==> src/rtl/uc.sv <==
// Stack-machine control unit: fetches 10-bit instructions from ROM and sequences
// RAM, stack, temp-register and ALU-writeback strobes as Moore outputs of the state.
module uc (
  input  logic        clock,
  input  logic        reset,
  input  logic [9:0]  inst,
  input  logic [15:0] data_mem,
  input  logic        controle_ula,
  output logic        pilha_wren,
  output logic        controle_pilha,
  output logic        clock_pilha,
  output logic        clock_rom,
  output logic [4:0]  a_rom,
  output logic [15:0] data_pilha,
  output logic [4:0]  a_ram,
  output logic        clock_ram,
  output logic        ram_wren,
  output logic        load_temp1,
  output logic        clock_temp1,
  output logic        load_temp2,
  output logic        clock_temp2,
  output logic [4:0]  opcode
);

  typedef enum logic [3:0] {
    StFetch  = 4'd0,
    StDecode = 4'd1,
    StRamRd  = 4'd2,
    StPush   = 4'd3,
    StRamWr  = 4'd4,
    StPop    = 4'd5,
    StT1     = 4'd6,
    StPopA   = 4'd7,
    StT2     = 4'd8,
    StPopB   = 4'd9,
    StWb     = 4'd10,
    StHalt   = 4'd11
  } estado_t;

  localparam logic [4:0] OpNot = 5'd12;

  estado_t     estado_atual, estado_prox;
  logic [4:0]  pc_q, pc_d;
  logic [9:0]  ir_q, ir_d;          // ir_q[9:5] is the latched opcode
  logic [15:0] data_pilha_q, data_pilha_d;

  logic [4:0]  pc_inc;
  assign pc_inc = pc_q + 5'd1;      // 5-bit add wraps 31 -> 0

  // State and datapath registers with asynchronous active-low reset.
  always_ff @(posedge clock or negedge reset) begin
    if (!reset) begin
      estado_atual <= StFetch;
      pc_q         <= 5'd0;
      ir_q         <= 10'd0;
      data_pilha_q <= 16'd0;
    end else begin
      estado_atual <= estado_prox;
      pc_q         <= pc_d;
      ir_q         <= ir_d;
      data_pilha_q <= data_pilha_d;
    end
  end

  // Next-state, PC, IR and stack-data update.
  always_comb begin
    estado_prox  = estado_atual;
    pc_d         = pc_q;
    ir_d         = ir_q;
    data_pilha_d = data_pilha_q;
    unique case (estado_atual)
      StFetch:  estado_prox = StDecode;
      StDecode: begin
        ir_d = inst;
        case (inst[9:5])
          5'd0: estado_prox = StRamRd;
          5'd1: begin
            data_pilha_d = {11'b0, inst[4:0]};
            estado_prox  = StPush;
          end
          5'd2: estado_prox = StPop;
          5'd3: estado_prox = StRamWr;
          5'd4, 5'd5, 5'd6, 5'd7, 5'd8, 5'd9, 5'd10, 5'd11, 5'd12:
            estado_prox = StT1;
          5'd13: begin
            pc_d        = inst[4:0];
            estado_prox = StFetch;
          end
          5'd14: begin
            pc_d        = controle_ula ? inst[4:0] : pc_inc;
            estado_prox = StFetch;
          end
          5'd15: estado_prox = StHalt;
          default: begin
            pc_d        = pc_inc;
            estado_prox = StFetch;
          end
        endcase
      end
      StRamRd: begin
        data_pilha_d = data_mem;
        estado_prox  = StPush;
      end
      StRamWr: estado_prox = StPop;
      StT1:    estado_prox = StPopA;
      StPopA:  estado_prox = (ir_q[9:5] == OpNot) ? StWb : StT2;
      StT2:    estado_prox = StPopB;
      StPopB:  estado_prox = StWb;
      StWb: begin
        data_pilha_d = data_mem;
        pc_d         = pc_inc;
        estado_prox  = StFetch;
      end
      StPush, StPop: begin
        pc_d        = pc_inc;
        estado_prox = StFetch;
      end
      StHalt:  estado_prox = StHalt;
      default: estado_prox = StFetch;
    endcase
  end

  // Moore strobes; gated by reset so they drop the instant reset is asserted.
  always_comb begin
    pilha_wren     = 1'b0;
    controle_pilha = 1'b0;
    clock_pilha    = 1'b0;
    clock_rom      = 1'b0;
    clock_ram      = 1'b0;
    ram_wren       = 1'b0;
    load_temp1     = 1'b0;
    clock_temp1    = 1'b0;
    load_temp2     = 1'b0;
    clock_temp2    = 1'b0;
    if (reset) begin
      case (estado_atual)
        StFetch: clock_rom = 1'b1;
        StRamRd: clock_ram = 1'b1;
        StRamWr: begin
          clock_ram = 1'b1;
          ram_wren  = 1'b1;
        end
        StPush, StWb: begin
          pilha_wren     = 1'b1;
          controle_pilha = 1'b1;
          clock_pilha    = 1'b1;
        end
        StPop, StPopA, StPopB: begin
          pilha_wren  = 1'b1;
          clock_pilha = 1'b1;
        end
        StT1: begin
          load_temp1  = 1'b1;
          clock_temp1 = 1'b1;
        end
        StT2: begin
          load_temp2  = 1'b1;
          clock_temp2 = 1'b1;
        end
        default: ;
      endcase
    end
  end

  // ALU result is only valid on data_mem during WB, so pass it straight through.
  assign data_pilha = (estado_atual == StWb) ? data_mem : data_pilha_q;
  assign a_rom      = pc_q;
  assign a_ram      = ir_q[4:0];
  assign opcode     = ir_q[9:5];

endmodule

==> config.mk <==
export PLATFORM = sky130hd
export DESIGN_NAME = uc
export DESIGN_NICKNAME = d
export VERILOG_FILES = /design/src/rtl/uc.sv
export SDC_FILE = /design/constraint.sdc
export NUM_CORES = 1
export LEC_CHECK = 0
export ABC_CLOCK_PERIOD_IN_PS = 4200
export BUFFER_PORTS_ARGS = -buffer_cell sky130_fd_sc_hd__buf_2
export CAP_MARGIN = 0
export CORE_AREA = 2 2 66 68
export CTS_BUF_LIST = sky130_fd_sc_hd__clkbuf_16
export CTS_CLUSTER_DIAMETER = 40
export DETAILED_ROUTE_END_ITERATION = 10
export DIE_AREA = 0 0 68 70
export PLACE_DENSITY = 0.86
export SETUP_SLACK_MARGIN = 0.1
export SLEW_MARGIN = 25
export SYNTH_ARGS = -nofsm -noshare
export SYNTH_HDL_FRONTEND = slang
export SYNTH_SLANG_ARGS = --single-unit
==> constraint.sdc <==
create_clock -name clock -period 4.2 [get_ports clock]
set_clock_uncertainty 0.15 [all_clocks]
set_input_delay 0.21 -clock clock [delete_from_list [all_inputs] [get_ports clock]]
set_output_delay 0.21 -clock clock [all_outputs]
set_load 0.05 [all_outputs]
==> out/qor.csv <==
stage,metric,value,unit
critical_path,rr_worst_depth,4,
sta,min_period,2.83,ns
sta,max_freq,0.353,GHz
worst_hold_path,min_path_cells,3,
clock_network,clkSlewWorstSetupHoldPaths,0.06,ns
sta,rsz0062_at_grt,false,
worst_hold_path,min_path_type,input pin to flip-flop,
route,firstDrtPassIters,4,
yosys,synth_ff_type,dfrtp_1,
sta,fin_setup_tns,0,ns
yosys,yosysMostFrequentCell,nand2_1,
yosys,netlist_instances,221,
global_routing,grt_usage,23.6,%
yosys,synthesis.nets,251,
yosys,async_reset_ff_share,100,%
route,vias,1856,
route,drtIter0Drc,136,
yosys,ys_types,50,
critical_path,cp.depth,4,
clock_network,tritoncts,yes,
sta,worstMarginPinSlew,0.940,ns
placed_design,place_inst,326,
yosys,synth_top_area_share,41.9,%
die,rows,24,
route,drt_wl_total,5130,um
critical_path,cp_top_family,simple AND/OR/NAND/NOR gates,
yosys,synth-edff-count,0,
clock_network,cts.hold.buffers_added,1,
die,die_y,70,um
placed_design,io_buffers,69,
layout,nets,312,
sta,period_share,67.4,%
yosys,yosys-top-cells-count,"41 x nand2_1, 35 x dfrtp_1, 17 x mux2_2",
yosys,yosysSeqAreaShare,41.9,%
global_routing,grt_pass1_vias,1774,
sta,relSlewSlack,37.4,%
clock_network,cts-resized-gates,0,
yosys,synth.ff_latch_count,35,
route,routedWlPerCell,15.3,um
yosys,yosysTopAreaCell,dfrtp_1,
sta,setup_ws,1.37,ns
die,core,4140,um^2
route,vias_per_cell,5.54,
placed_design,pre_cts_ws,1.69,ns
clock_network,cts_made_buffers,5,
die,dieArea,4760,um^2
clock_network,clk_latency,0.28,ns
critical_path,crit_type,flip-flop to output pin,
layout,areaGrowthSynthToFinish,25.6,%
global_routing,grt_max_degree,38,
status,outcome,finished clean,
critical_path,reg2reg_slack,1.64,ns
die,io_pins,70,
run,cap_violations,0,
sta,finalHoldViolCount,0,
critical_path,worstSetupStartpointType,flip-flop,
critical_path,slowest_stage,dfrtp_1,
layout,antenna_cells,0,
clock_network,clockBufferDepth,2,
yosys,yosys_warnings,0,
global_routing,grt_pass1_wl,8510,um
layout,drive_gt1_share,36.4,%
placed_design,hpwlAfterDp,3410,um
route,drcViolationCount,0,
critical_path,cp.required,3.84,ns
critical_path,crit_fanout,16,
critical_path,critPathArrivalTime,2.47,ns
yosys,synth_area_leaders,"dfrtp_1 42%, mux2_2 9.2%, nand2_1 7.4%, a22o_1 5.0%, mux2i_1 3.8%",
yosys,synth_area,2090,um^2
clock_network,post-cts-setup-buffers,0,
yosys,syn_area_per_cell,9.45,um^2
clock_network,cts_htree_levels,2,
layout,fillers,349,
die,initial_core_util,50.4,%
layout,final_cell_count_no_fill,335,
layout,fin_util,63.3,%
route,postRouteAntennaNets,0,
critical_path,cp_cell_sequence,"nand2_1, nor2_2, mux2_2, buf_2",
die,die_w,68,um
critical_path,critPathCaptureType,output pin,
global_routing,grt_overflow,0,
sta,drv_slew,0,
clock_network,clock_sinks,35,
placed_design,gp_congestion,0.794,
critical_path,crit_buf_inv,1,
critical_path,critPathMaxStageDelay,0.68,ns
global_routing,grt_antenna_before_repair,0,
sta,finalSetupViolations,0,
clock_network,cts_root_buf,clkbuf_16,
==> logic make-up (layout without fill, tap and decap cells) <==
logic type,Yosys count,in the layout,synth area share (%)
and+or+nand+nor,85,85,20.4
AOI/OAI and AO/OA,50,50,17.2
adders and majority gates,1,1,0.599
xor gates and xnor gates,4,4,1.68
DFF,35,35,41.9
buffers and inverters,21,83,5.15
muxes,25,25,13.0
==> tightest hold or removal path: cells and delay by family <==
family                 cells  cell delay (ns)
buffers and inverters      1             0.11
AND/OR/NAND/NOR            2             0.10
==> routing by layer <==
| layer | GRT usage [%] | up-vias | wire length, um |
|---|---|---|---|
| met1 | 33.2 | 857 | 2210 |
| met5 | 0 | - | 0 |
| met4 | 8.22 | 0 | 79 |
| met3 | 6.76 | 11 | 409 |
| li1 | - | 909 | - |
| met2 | 34.4 | 79 | 2430 |
==> layout by cell type (no fill, tap or decap), drive strengths merged, types with 3 or more instances in the layout <==
| master | instances |
|---|---|
| mux2i | 8 |
| buf | 71 |
| nor3 | 6 |
| nand2b | 4 |
| nand2 | 41 |
| o21ai | 16 |
| mux2 | 17 |
| nor2b | 3 |
| a21oi | 4 |
| a22oi | 3 |
| nand3 | 3 |
| inv | 4 |
| dfrtp | 35 |
| and3 | 3 |
| clkbuf | 5 |
| a22o | 12 |
| nor2 | 12 |
==> flip-flops by register name, indices dropped and copies added (netlist names) <==
signal        count
ir_q             10
a_rom             5
estado_atual      4
data_pilha_q     16
==> through the flow <==
step	hold WS, ns	instance area, um^2
after global routing	0.0247	2620
after CTS	0.0177	2620
after global placement	0.124	2420
final	0.0193	2620
after floorplan	-0.236	2090
after detailed placement	0.126	2420
==> cell type report <==
cell class,instances,area [um^2],share of cell area (%)
clock buffers,5,125,4.77
flip-flops and latches,35,876,33.4
well taps,52,65.1,2.48
inverters,3,11.3,0.429
multi-input cells,165,1110,42.4
clock inverters,3,63.8,2.43
repair buffers,72,370,14.1
==> worst paths after layout <==
check	start	to
worst min-delay path	inst[3]	ir_q[3]
worst min register to register	ir_q[1]	ir_q[1]
worst max-delay path	estado_atual[3]	data_pilha[12]
worst max register to register	estado_atual[0]	data_pilha_q[13]
min in group asynchronous	reset	data_pilha_q[10]
max in group asynchronous	reset	a_rom[4]
Power is left out: the tool's default activity adds up to more than one toggle a clock period on the data nets, which glitch-free logic cannot reach.
